[config.mk]
export PLATFORM = sky130hd
export DESIGN_NAME = serial_add_ctrl_flat
export DESIGN_NICKNAME = d
export VERILOG_FILES = /design/src/rtl/serial_add_ctrl_if.sv /design/src/rtl/serial_add_ctrl.sv /design/src/flat_wrapper.sv
export SDC_FILE = /design/constraint.sdc
export NUM_CORES = 1
export LEC_CHECK = 0
export BUFFER_PORTS_ARGS = -buffer_cell sky130_fd_sc_hd__buf_2
export CAP_MARGIN = 15
export CORE_MARGIN = 3
export CORE_UTILIZATION = 54
export CTS_BUF_LIST = sky130_fd_sc_hd__clkbuf_16
export DETAILED_ROUTE_END_ITERATION = 10
export PLACE_DENSITY = 0.78
export REMOVE_ABC_BUFFERS = 1
export SYNTH_ARGS = -nofsm -noshare
export SYNTH_HDL_FRONTEND = slang
export SYNTH_SLANG_ARGS = --single-unit
[constraint.sdc]
create_clock -name i_clk -period 1.4 [get_ports i_clk]
set_input_delay 0.07 -clock i_clk [delete_from_list [all_inputs] [get_ports i_clk]]
set_output_delay 0.07 -clock i_clk [all_outputs]
set_load 0.02 [all_outputs]
[src/rtl/serial_add_ctrl_if.sv]
// serial_add_ctrl_if
//   Handshake and data bundle for the bit-serial add/subtract sequencer.
//   master: drives start/sub/a/b, observes busy/done/sum/cout/overflow.
//   slave : the sequencer itself.
// Signals
//   start     request, sampled only while the sequencer is idle
//   sub       0 = a+b, 1 = a-b, sampled with start
//   a, b      operands, sampled with start
//   busy      high while bits are being processed
//   done      one-cycle pulse when the result is ready
//   sum       result, held until the next accepted start
//   cout      carry out of the MSB (for subtraction: 1 = no borrow)
//   overflow  signed overflow
interface serial_add_ctrl_if #(
    parameter int unsigned WIDTH = 8
);
    logic             start;
    logic             sub;
    logic [WIDTH-1:0] a;
    logic [WIDTH-1:0] b;
    logic             busy;
    logic             done;
    logic [WIDTH-1:0] sum;
    logic             cout;
    logic             overflow;

    modport master (
        output start, sub, a, b,
        input  busy, done, sum, cout, overflow
    );

    modport slave (
        input  start, sub, a, b,
        output busy, done, sum, cout, overflow
    );
endinterface

[src/rtl/serial_add_ctrl.sv]
// serial_add_ctrl
//   Bit-serial add/subtract sequencer. One 1-bit full adder (two half adders plus an OR
//   for the carry) is stepped LSB-first over WIDTH cycles with a carry flip-flop.
//   Subtraction is a + ~b + 1, with the +1 supplied as the initial carry.
// Ports
//   i_clk  rising-edge clock
//   i_rst  asynchronous, active-high reset
//   bus    serial_add_ctrl_if.slave (start/sub/a/b in; busy/done/sum/cout/overflow out)
module serial_add_ctrl #(
    parameter int unsigned WIDTH = 8
) (
    input  logic             i_clk,
    input  logic             i_rst,
    serial_add_ctrl_if.slave bus
);
    localparam int unsigned CW = $clog2(WIDTH + 1);

    typedef enum logic [1:0] {
        StIdle,
        StRun,
        StDone
    } state_e;

    state_e           r_state;
    logic [WIDTH-1:0] r_a_sh;
    logic [WIDTH-1:0] r_b_sh;
    logic             r_carry;
    logic [CW-1:0]    r_cnt;
    logic [WIDTH-1:0] r_sum;
    logic             r_cout;
    logic             r_ovf;
    logic             r_busy;
    logic             r_done;

    // Full adder built from two half adders; carry out is the OR of both half-adder carries.
    logic w_ha0_s, w_ha0_c;
    logic w_ha1_s, w_ha1_c;
    logic w_carry;
    logic w_last;

    assign w_ha0_s = r_a_sh[0] ^ r_b_sh[0];
    assign w_ha0_c = r_a_sh[0] & r_b_sh[0];
    assign w_ha1_s = w_ha0_s ^ r_carry;
    assign w_ha1_c = w_ha0_s & r_carry;
    assign w_carry = w_ha0_c | w_ha1_c;
    assign w_last  = (r_cnt == CW'(WIDTH - 1));

    always_ff @(posedge i_clk or posedge i_rst) begin
        if (i_rst) begin
            r_state <= StIdle;
            r_a_sh  <= '0;
            r_b_sh  <= '0;
            r_carry <= 1'b0;
            r_cnt   <= '0;
            r_sum   <= '0;
            r_cout  <= 1'b0;
            r_ovf   <= 1'b0;
            r_busy  <= 1'b0;
            r_done  <= 1'b0;
        end else begin
            case (r_state)
                StIdle: begin
                    if (bus.start) begin
                        r_a_sh  <= bus.a;
                        r_b_sh  <= bus.sub ? ~bus.b : bus.b;
                        r_carry <= bus.sub;
                        r_cnt   <= '0;
                        r_sum   <= '0;
                        r_cout  <= 1'b0;
                        r_ovf   <= 1'b0;
                        r_busy  <= 1'b1;
                        r_state <= StRun;
                    end
                end
                StRun: begin
                    r_a_sh  <= r_a_sh >> 1;
                    r_b_sh  <= r_b_sh >> 1;
                    r_carry <= w_carry;
                    r_sum   <= {w_ha1_s, r_sum[WIDTH-1:1]};
                    r_cnt   <= r_cnt + CW'(1);
                    if (w_last) begin
                        // r_carry is still the carry into the MSB here.
                        r_cout  <= w_carry;
                        r_ovf   <= r_carry ^ w_carry;
                        r_busy  <= 1'b0;
                        r_done  <= 1'b1;
                        r_state <= StDone;
                    end
                end
                StDone: begin
                    r_done  <= 1'b0;
                    r_state <= StIdle;
                end
                default: begin
                    r_busy  <= 1'b0;
                    r_done  <= 1'b0;
                    r_state <= StIdle;
                end
            endcase
        end
    end

    assign bus.busy     = r_busy;
    assign bus.done     = r_done;
    assign bus.sum      = r_sum;
    assign bus.cout     = r_cout;
    assign bus.overflow = r_ovf;
endmodule

[src/flat_wrapper.sv]
// flat-port wrapper written by rule: the top's interface ports become plain ports
module serial_add_ctrl_flat 
#(
    parameter int unsigned WIDTH = 8
)
  (i_clk, i_rst, bus_start, bus_sub, bus_a, bus_b, bus_busy, bus_done, bus_sum, bus_cout, bus_overflow);
  serial_add_ctrl_if #(.WIDTH(WIDTH)) bus_i ();
  input  logic i_clk;
  input  logic i_rst;
  input wire logic [$bits(bus_i.start)-1:0] bus_start;
  input wire logic [$bits(bus_i.sub)-1:0] bus_sub;
  input wire logic [$bits(bus_i.a)-1:0] bus_a;
  input wire logic [$bits(bus_i.b)-1:0] bus_b;
  output wire logic [$bits(bus_i.busy)-1:0] bus_busy;
  output wire logic [$bits(bus_i.done)-1:0] bus_done;
  output wire logic [$bits(bus_i.sum)-1:0] bus_sum;
  output wire logic [$bits(bus_i.cout)-1:0] bus_cout;
  output wire logic [$bits(bus_i.overflow)-1:0] bus_overflow;
  assign bus_i.start = bus_start;
  assign bus_i.sub = bus_sub;
  assign bus_i.a = bus_a;
  assign bus_i.b = bus_b;
  assign bus_busy = bus_i.busy;
  assign bus_done = bus_i.done;
  assign bus_sum = bus_i.sum;
  assign bus_cout = bus_i.cout;
  assign bus_overflow = bus_i.overflow;
  serial_add_ctrl #(.WIDTH(WIDTH)) u_core (.i_clk(i_clk), .i_rst(i_rst), .bus(bus_i));
endmodule
After elaboration in Yosys (flattened, before gate mapping)
Index checks and enable logic that the tools add are counted.
{"block": "classes", "add_sub_neg": 1, "bitwise": 9, "n_mux": 24, "reduce_logical": 7, "n_eq_ne": 5}
{"op": "$pmux 8 s2", "n": 3}
{"op": "$mux 8", "n": 4}
{"op": "$not 8->8", "n": 1}
{"op": "$pmux 1 s2", "n": 4}
{"op": "$pmux 4 s2", "n": 1}
{"op": "$mux 1", "n": 7}
{"op": "$reduce_and 2->1", "n": 3}
{"op": "$reduce_and 3->1", "n": 2}
{"op": "$add 4x1->4 const B", "n": 1}
{"op": "$eq 4x3->1 const B", "n": 1}
{"op": "$mux 2", "n": 2}
{"op": "$mux 4", "n": 1}
{"op": "$pmux 2 s2", "n": 1}
{"op": "$pmux 1 s3", "n": 1}
{"op": "$xor 1x1->1", "n": 3}
{"op": "$and 1x1->1", "n": 2}
{"op": "$eq 2x1->1 const B", "n": 1}
{"op": "$eq 2x2->1 const B", "n": 1}
{"op": "$logic_not 2->1", "n": 1}
{"op": "$ne 2x1->1 const B", "n": 1}
{"op": "$ne 2x2->1 const B", "n": 1}
{"op": "$not 1->1", "n": 2}
{"op": "$reduce_bool 2->1", "n": 1}
{"op": "$or 1x1->1", "n": 1}
{"block": "totals", "regBits": 35, "wordCells": 56, "in_bits": 20, "output_inout_bits": 12}

Longest topological paths before layout
Gate-level depths: netlist of the first run.
{"block": "logic_depth", "depth_word": 6, "mapped_depth": 6, "depth_no_buf": 4}

Worst setup path before layout of the first run
OpenSTA, ideal clock, no wires.
{"block": "synth_timing", "path_kind": "reg-to-reg", "startpoint": "register u_core.r_state[1]", "endpoint": "register u_core.r_sum[5], in the netlist u_core.bus.sum[5]", "synth_period_minus_slack_ns": 1.300, "t_required_ns": 1.279, "arrival_ns": 1.179, "setup_slack_ns": 0.100, "path_buffers": 2, "stages_incl_launch_ff": 5, "setup_ns": 0.121, "path_cell_list": "dfrtp_1 > buf_2 > o21bai_2 > buf_2 > a22o_1"}
{"block": "synth_between", "elab_chain_cells": 3, "elab_cells_between_ends": 6, "classes_between": "eq/ne: 2; mux: 1; reduce/logical: 3"}
{"item": "start, declared", "line_no": "serial_add_ctrl.sv:24", "source": "state_e r_state;"}
{"item": "start signal, assigned", "line_no": "serial_add_ctrl.sv:50", "source": "r_state <= StIdle;"}
{"item": "start signal, assigned", "line_no": "serial_add_ctrl.sv:72", "source": "r_state <= StRun;"}
{"item": "start signal, assigned", "line_no": "serial_add_ctrl.sv:87", "source": "r_state <= StDone;"}
{"item": "$eq 2x1->1 / $logic_not 2->1 (equally long branches)", "line_no": "serial_add_ctrl.sv:61", "source": "case (r_state)"}
{"item": "$reduce_bool 2->1 (no source line) / $ne 2x2->1 (equally long branches)"}
{"item": "$reduce_and 2->1 (no source line)"}
{"item": "end signal, assigned", "line_no": "serial_add_ctrl.sv:79", "source": "r_sum <= {w_ha1_s, r_sum[WIDTH-1:1]};"}
{"item": "end, declared", "line_no": "serial_add_ctrl.sv:29", "source": "logic [WIDTH-1:0] r_sum;"}
Several ways; a longest one is shown, not always the timed one.
A chain may end at the register's enable or synchronous reset.

Worst setup path after layout of the first run
{"block": "layout_timing", "startpoint": "register u_core.r_carry", "endpoint": "register u_core.r_ovf, in the netlist u_core.bus.overflow"}
{"block": "layout_between", "elab_chain_cells": 5}
{"item": "start, declared", "line_no": "serial_add_ctrl.sv:27", "source": "logic r_carry;"}
{"item": "start signal, assigned", "line_no": "serial_add_ctrl.sv:66", "source": "r_carry <= bus.sub;"}
{"item": "start signal, assigned", "line_no": "serial_add_ctrl.sv:78", "source": "r_carry <= w_carry;"}
{"item": "$and 1x1->1", "line_no": "serial_add_ctrl.sv:44", "source": "assign w_ha1_c = w_ha0_s & r_carry;"}
{"item": "$or 1x1->1", "line_no": "serial_add_ctrl.sv:45", "source": "assign w_carry = w_ha0_c | w_ha1_c;"}
{"item": "$xor 1x1->1 *", "line_no": "serial_add_ctrl.sv:84", "source": "r_ovf <= r_carry ^ w_carry;"}
{"item": "$mux 1 *", "line_no": "serial_add_ctrl.sv:81", "source": "if (w_last) begin"}
{"item": "$pmux 1 s2 *", "line_no": "serial_add_ctrl.sv:61"}
{"item": "end signal, assigned", "line_no": "serial_add_ctrl.sv:84"}
{"item": "end, declared", "line_no": "serial_add_ctrl.sv:31", "source": "logic r_ovf;"}
Every way passes the cells marked *; elsewhere a longest branch is shown, timed or not. The select of a mux whose other input is x is not followed.

==> out/qor.yml, run 1 <==
outcome:
  status: "finished clean"
clock_network:
  clk_latency_ns: 0.28
  htreeDepth: 2
  clk_pin_slew_ns: 0.05
  cts_tree: "built"
  post_cts_buffers: 0
  cts.sinks: 35
  cts_buffers: 5
  cts_root_buffer: "clkbuf_16"
  cts_buffer_depth: 2
finish:
  final_cell_mix: "dfrtp_1, buf_2, a21oi_1, o21ai_0, buf_4"
  final_common_cell: "dfrtp_1"
  drive_above_1_share_pct: 26.29
  nFillCells: 211
  antenna_cells: 0
  layoutNonFillerInstCount: 236
  ff_latch_area_sq_um: 875.8
  final_nets: 216
  area.growth.synth_to_final_pct: 21.37
  multi_input_area_sq_um: 720.7
  final_util_pct: 71.90
timing:
  rsz0062_at_grt: "no"
  final_hold_viol_count: 0
  fin_ws_ns: 0.07366
  setup_tns_ns: 0
  min_period_ns: 1.326
  finClkSkew_ns: 0.003794
  setup_viol: 0
  drv_slew: 0
  worst_pin_slew_ns: 0.4334
  slew_headroom_pct: 71.03
  clock.fmax_ghz: 0.7540
  post-route-period-util_pct: 94.74
  fin_hold_ws_ns: 0.04549
logic_synthesis:
  syn_area_per_cell_sq_um: 10.79
  ys_types: 30
  synth_cells: 158
  ys_seq_area_share_pct: 51.40
  synth_top_flop_cell: "dfrtp_1"
  syn_area_sq_um: 1704
  synthArstFlopShare_pct: 100.0
  synth_edf_count: 0
  yosys_warnings: 0
  ys_ff_latch: 35
die:
  rows: 19
  core_sq_um: 2877
  die_y_um: 62.18
  die-area_sq_um: 3866
  die_w_um: 62.18
  io_pins: 32
  initial_core_util_pct: 59.24
routing:
  viasPerCell: 5.809
  dr_total_vias: 1371
  wl_met3_um: 232
  detail_route.wl_per_cell_um: 15.09
  routedLengthMet1_um: 1562
  drc: 0
  detail_route.first_pass.iterations: 4
  dr_wl_met2_um: 1686
  wirelength_um: 3561
  drtIter0Drc: 61
  antenna_left: 0
  dr.max_layer_used: "met4"
placed_design:
  dpl.cell_count: 228
  post-place-ws_ns: 0.03233
  gp_congestion: 0.7799
  io_buffers: 31
  place_hpwl_um: 2488
worst_setup_path:
  crit_fanout: 3
  cp.required_ns: 1.56
  r2r_cells: 4
  arrival_ns: 1.49
  end_kind: "flip-flop"
  crit_type: "reg -> reg"
  startpoint_type: "flip-flop"
  r2r_end: "u_core.bus.overflow"
  r2r_slack_ns: 0.07
  reg2reg_from: "u_core.r_carry"
min_path:
  min_to: "u_core.r_a_sh[7]"
  hold_depth: 3
  min_from: "bus_a[7]"
  hold_path.class: "in -> reg"
global_routing:
  grt.overflow.total: 0
  grt_usage_pct: 20.77
  grt_max_degree: 22
  grt_pass1_wl_um: 6285
  grt_pass1_vias: 1320
  antenna_found_initial: 0
pwr:
  power.leakage_nw: 0.9811
  power_density_nw_per_um2: 2020
  ir_worst_vdd_mv: 0.9700
job:
  cap_violations: 0
## repair_timing
item / CTS / global route
hold buffers: 1 / 0
endpoints found under the hold margin: 35 / 0
gates resized for setup: 0 / 2
endpoints found under the setup margin: 0 / 19
## stage by stage
stage / instance area, sq um / total power [W]
final: 2068 / 0.004178
after global routing: 2068 / 0.004471
after CTS: 2058 / 0.004184
after detailed placement: 1914 / 0.003147
after global placement: 1914 / 0.003065
after floorplan: 1624 / 0.002623
## report_power, final
part | leakage, nW | internal, W | switching, W
Clock | 0.0671 | 0.000638 | 0.000385
Combinational | 0.460 | 0.000674 | 0.000788
Sequential | 0.454 | 0.00138 | 0.000310
Total | 0.981 | 0.00270 | 0.00148
## layout make-up
type / count / area share (%)
clock buffer: 5 / 6.050
clock inverter: 2 / 0.4235
inverter: 10 / 1.815
multi-input combinational: 99 / 34.85
sequential: 35 / 42.35
tap: 42 / 2.541
timing repair buffer: 43 / 11.98
## synth_stat cells (all sizes together) (5+ instances only)
cell	instances	share of area, %
dfrtp	35	51
nor2b	9	3.3
a221o	7	4.1
xnor2	8	4.1
inv	10	2.2
o32ai	7	3.6
a22oi	7	3.1
a22o	10	5.1
buf	10	3.8
nand3	7	2.1
nand2	5	1.1
o21ai	11	3.2
a21oi	11	3.2
## sequential cells by signal (all words and copies together) (netlist names)
signal	cells
u_core.bus.overflow	1
u_core.r_state	2
u_core.bus.sum	8
u_core.r_a_sh	8
u_core.r_b_sh	8
u_core.bus.done	1
u_core.bus.busy	1
u_core.r_cnt	4
u_core.r_carry	1
u_core.bus.cout	1
## critical path: stages (launching register included)
cell	delay, ns
dfrtp_1	0.41
fa_1	0.48
xor2_1	0.16
nand3_1	0.08
nand3_1	0.07
## routing by layer
layer,track usage (%),up-vias
met5,0,-
met4,9.116,0
met2,32.39,56
li1,-,643
met1,26.69,661
met3,6.486,11
## how the worst max path moves through the flow
| stage | from | endpoint | slack [ns] | cells past startpoint |
|---|---|---|---|---|
| 2_1_floorplan | u_core.r_state[0] | u_core.r_cnt[3] | -0.67 | 3 |
| 3_3_place_gp | u_core.r_carry | u_core.bus.overflow | 0.09 | 4 |
| 4_1_cts | u_core.r_state[0] | u_core.r_cnt[3] | 0.009 | 3 |
| 5_1_grt | u_core.r_state[1] | u_core.r_cnt[3] | 0.004 | 5 |
| 3_5_place_dp | u_core.r_state[0] | u_core.r_cnt[3] | 0.03 | 3 |
| 6_report | u_core.r_carry | u_core.bus.overflow | 0.07 | 4 |
## kinds of logic (layout without fill, tap and decap cells)
logic type | after synthesis | after routing | synth area share (%)
xor gates and xnor gates | 9 | 9 | 4.626
DFF | 35 | 35 | 51.40
AOI/OAI and AO/OA | 55 | 55 | 23.49
and+or+nand+nor | 31 | 31 | 10.43
adders and majority gates | 2 | 2 | 1.909
buffers and inverters | 24 | 60 | 6.901
muxes | 2 | 2 | 1.248
No activity file was read; power rests on OpenSTA's default activity.
==> inputs of run 2 (changes only) <==
--- a/config.mk
+++ b/config.mk
@@ -8,10 +8,9 @@
 export BUFFER_PORTS_ARGS = -buffer_cell sky130_fd_sc_hd__buf_2
 export CAP_MARGIN = 15
 export CORE_MARGIN = 3
-export CORE_UTILIZATION = 54
+export CORE_UTILIZATION = 30
 export CTS_BUF_LIST = sky130_fd_sc_hd__clkbuf_16
 export DETAILED_ROUTE_END_ITERATION = 10
-export PLACE_DENSITY = 0.78
 export REMOVE_ABC_BUFFERS = 1
 export SYNTH_ARGS = -nofsm -noshare
 export SYNTH_HDL_FRONTEND = slang
==> out/qor.yml, run 2 (same netlist as run 1, synthesis figures left out) <==
finish:
  final_cell_mix: "dfrtp_1, buf_2, buf_4, a21oi_1, o21ai_0"
  final_common_cell: "dfrtp_1"
  final_nets: 217
  final_cell_area_sq_um: 2143
  area.growth.synth_to_final_pct: 25.77
  drive_above_1_share_pct: 27.55
  antenna_cells: 0
  nFillCells: 516
  final_util_pct: 40.42
clock_network:
  post_cts_buffers: 0
  clk_latency_ns: 0.28
  htreeDepth: 2
  clk_pin_slew_ns: 0.05
  cts.sinks: 35
  cts_buffer_depth: 2
  cts_buffers: 5
  cts_root_buffer: "clkbuf_16"
  cts_tree: "built"
die:
  core_sq_um: 5303
  die_w_um: 81.37
  io_pins: 32
  die_y_um: 81.37
  rows: 26
  initial_core_util_pct: 32.14
  die-area_sq_um: 6621
routing:
  viasPerCell: 5.083
  detail_route.wl_per_cell_um: 13.63
  dr_total_vias: 1352
  antenna_left: 0
  wirelength_um: 3625
  drc: 0
  drtIter0Drc: 88
  detail_route.first_pass.iterations: 4
global_routing:
  grt_pass1_wl_um: 6506
  grt_max_degree: 36
  grt_pass1_vias: 1405
  antenna_found_initial: 0
  grt.overflow.total: 0
  grt_usage_pct: 13.06
worst_setup_path:
  worst_path_largest_cell_delay_ns: 0.48
  end_kind: "flip-flop"
  critPathBufInv: 0
  cp.required_ns: 1.56
  crit_fanout: 3
  cp_common_cell: "nand3_1"
  startpoint_type: "flip-flop"
  crit_slowest_cell: "fa_1"
  crit_family: "adder cells"
  path_cells: "fa_1, xor2_1, nand3_1, nand3_1"
  arrival_ns: 1.49
  crit_type: "reg -> reg"
timing:
  rsz0062_at_grt: "no"
  clock.fmax_ghz: 0.7496
  fin_ws_ns: 0.06601
  fin_hold_ws_ns: 0.03230
  slew_headroom_pct: 70.06
  final_hold_viol_count: 0
  drv_slew: 0
  finClkSkew_ns: 0.003554
  worst_pin_slew_ns: 0.4492
  post-route-period-util_pct: 95.28
  setup_viol: 0
  min_period_ns: 1.334
placed_design:
  placed_area_sq_um: 1957
  place_hpwl_um: 2510
  io_buffers: 31
  gp_congestion: 0.7639
  post-place-ws_ns: 0.01036
outcome:
  status: "finished clean"
pwr:
  ir_worst_vdd_mv: 0.8353
  power_density_nw_per_um2: 2053
  total_power_w: 0.004400
  power.leakage_nw: 1.001
job:
  cap_violations: 0
min_path:
  hold_path.class: "in -> reg"
[run 2: cell count changes in the layout (fill, tap and decap cells not counted), sizes merged]
| cell | delta |
|---|---|
| bufinv | +1 |
| buf | +1 |
[run 2: layout make-up]
type | count | area [sq um] | area share (%)
Clock inverter | 3 | 38.79 | 1.810
Sequential cell | 35 | 875.8 | 40.86
Timing Repair Buffer | 44 | 255.2 | 11.91
Inverter | 10 | 37.54 | 1.751
Tap cell | 70 | 87.58 | 4.086
Clock buffer | 5 | 125.1 | 5.838
Multi-Input combinational cell | 99 | 723.2 | 33.74
[run 2: path summary, 6_finish.rpt]
| path | start | endpoint | slack [ns] | cells past startpoint |
|---|---|---|---|---|
| max | u_core.r_carry | u_core.bus.overflow | 0.07 | 4 |
| min | bus_a[7] | u_core.r_a_sh[7] | 0.03 | 3 |
| max reg2reg | u_core.r_carry | u_core.bus.overflow | 0.07 | 4 |
| min reg2reg | u_core.r_a_sh[7] | u_core.r_a_sh[7] | 0.48 | 2 |
| max in group asynchronous | i_rst | u_core.r_b_sh[5] | 0.65 | 4 |
| min in group asynchronous | i_rst | u_core.bus.sum[0] | 0.43 | 4 |
[run 2: repair_timing]
action / 4_1_cts / 5_1_grt
pin swaps: 0 / 0
setup endpoints to repair: 1 / 24
endpoints found under the hold margin: 35 / 0
hold buffers: 1 / 0
gates resized for setup: 0 / 3
[run 2: worst register-to-register path: cells and delay by family, from the launching register on]
family / cells / cell delay (ns)
fa+ha+maj: 1 / 0.48
xor+xnor: 1 / 0.16
simple gates: 2 / 0.15
flops: 1 / 0.42
[run 2: metrics by stage]
step,TNS [ns],std cells
after floorplan,-16.57,144
after global placement,0,257
after detailed placement,0,257
after CTS,-0.002634,266
after global routing,0,266
final,0,266
[run 2: per-layer routing]
metal	vias up	GRT usage [%]	wire [um]
li1	654	-	-
met1	659	16.96	1696
met2	32	20.52	1655
met3	7	3.326	200
met4	0	5.574	72
met5	-	0	0
[run 2: power by group]
group | switching (W) | internal [W] | leakage [nW]
clock | 0.000405 | 0.000829 | 0.0812
sequential | 0.000310 | 0.00138 | 0.454
combinational | 0.000778 | 0.000695 | 0.466
total | 0.00149 | 0.00291 | 1.00
==> inputs of run 3 (changes only) <==
--- a/config.mk
+++ b/config.mk
@@ -9,7 +9,6 @@
 export CAP_MARGIN = 15
 export CORE_MARGIN = 3
 export CORE_UTILIZATION = 30
-export CTS_BUF_LIST = sky130_fd_sc_hd__clkbuf_16
 export DETAILED_ROUTE_END_ITERATION = 10
 export REMOVE_ABC_BUFFERS = 1
 export SYNTH_ARGS = -nofsm -noshare
==> out/qor.yml, run 3 (same netlist as run 1, synthesis figures left out) <==
clock_network:
  cts.sinks: 35
  cts_tree: "built"
  clk_pin_slew_ns: 0.08
  htreeDepth: 2
  cts_buffers: 5
  clk_latency_ns: 0.29
  cts_buffer_depth: 2
  cts_root_buffer: "clkbuf_8"
finish:
  antenna_cells: 0
  final_cell_mix: "dfrtp_1, buf_2, buf_4, a21oi_1, o21ai_0"
  final_common_cell: "dfrtp_1"
  final_nets: 217
  area.growth.synth_to_final_pct: 23.05
  drive_above_1_share_pct: 28.06
timing:
  worst_pin_slew_ns: 0.4485
  rsz0062_at_grt: "no"
  clock.fmax_ghz: 0.7467
  min_period_ns: 1.339
  final_hold_viol_count: 0
  drv_slew: 0
  slew_headroom_pct: 70.10
  finClkSkew_ns: 0.007876
  setup_tns_ns: 0
  post-route-period-util_pct: 95.66
  setup_viol: 0
routing:
  antenna_left: 0
  detail_route.wl_per_cell_um: 13.65
  wirelength_um: 3630
  detail_route.first_pass.iterations: 4
  viasPerCell: 5.038
  drtIter0Drc: 68
  drc: 0
  dr_total_vias: 1340
placed_design:
  place_hpwl_um: 2510
  gp_congestion: 0.7639
  io_buffers: 31
worst_setup_path:
  cp_common_cell: "nand3_1"
  cp.required_ns: 1.57
  path_cells: "fa_1, xor2_1, nand3_1, nand3_1"
  end_kind: "flip-flop"
  crit_slowest_cell: "fa_1"
  worst_path_largest_cell_delay_ns: 0.48
  r2r_cells: 4
  crit_type: "reg -> reg"
  startpoint_type: "flip-flop"
  arrival_ns: 1.51
  crit_fanout: 3
die:
  die_w_um: 81.37
  rows: 26
  die_y_um: 81.37
  io_pins: 32
  core_sq_um: 5303
  die-area_sq_um: 6621
  initial_core_util_pct: 32.14
global_routing:
  grt_usage_pct: 12.81
  grt_max_degree: 36
  antenna_found_initial: 0
  grt.overflow.total: 0
  grt_pass1_vias: 1398
  grt_pass1_wl_um: 6465
outcome:
  status: "finished clean"
min_path:
  hold_depth: 3
  hold_path.class: "in -> reg"
pwr:
  total_power_w: 0.004117
  ir_worst_vdd_mv: 0.8054
  power_density_nw_per_um2: 1963
  power.leakage_nw: 0.9811
job:
  cap_violations: 0
## run 3: cell count changes in the layout (fill, tap and decap cells not counted)
cell / before / now
clkbuf_16: 5 / 0
clkinv_1: 1 / 0
clkbuf_8: 0 / 6
## run 3: power by group
part | leakage, nW | total (W) | switching (W) | internal (W)
Sequential | 0.454 | 0.00169 | 0.000313 | 0.00138
Combinational | 0.466 | 0.00148 | 0.000781 | 0.000695
Clock | 0.0612 | 0.000949 | 0.000373 | 0.000576
Total | 0.981 | 0.00412 | 0.00147 | 0.00265
## run 3: path summary, 6_finish.rpt
kind,slack (ns),endpoint,from
setup / recovery,0.06,u_core.bus.overflow,u_core.r_carry
hold / removal,0.01,u_core.r_a_sh[7],bus_a[7]
setup reg to reg,0.06,u_core.bus.overflow,u_core.r_carry
hold reg to reg,0.49,u_core.r_a_sh[7],u_core.r_a_sh[7]
max in group asynchronous,0.66,u_core.r_b_sh[5],i_rst
min in group asynchronous,0.42,u_core.bus.sum[0],i_rst
## run 3: final cells by class
cell class / instances / area, sq um
fill: 525 / 3206
clock buffer: 6 / 82.58
tap: 70 / 87.58
clock inverter: 2 / 35.03
sequential: 35 / 875.8
inverter: 10 / 37.54
timing repair buffer: 44 / 255.2
multi-input combinational: 99 / 723.2
## run 3: layer usage
layer	global-route usage (%)	part of all wire, %	vias up
met4	4.561	1.5	0
met1	16.82	48	651
met3	2.993	4.5	7
met2	20.52	46	31
li1	-	-	651
met5	0	0	-
## run 3: stage by stage
stage	hold WS [ns]	worst slack (ns)	area [sq um]	cells	utilization, %
final	0.01275	0.06075	2097	266	39.55
after global routing	0.07702	0.009314	2097	266	39.55
after CTS	0.01268	-0.005677	2085	266	39.31
after detailed placement	0.2020	0.01036	1957	257	36.90
after global placement	0.2018	0.05407	1957	257	36.90
after floorplan	0.2152	-0.6748	1624	144	-
## run 3: worst max-delay path, delay by kind of cell (launching register included)
kind / cells / cell delay, ns
and+or+nand+nor: 2 / 0.15
adders and majority gates: 1 / 0.48
xor gates and xnor gates: 1 / 0.16
DFF: 1 / 0.42
## run 3: timing repair
action | 4_1_cts | 5_1_grt
resized for setup | 0 | 3
setup endpoints to repair | 1 | 24
hold buffers | 1 | 0
endpoints found under the hold margin | 35 | 0
setup buffers | 0 | 0
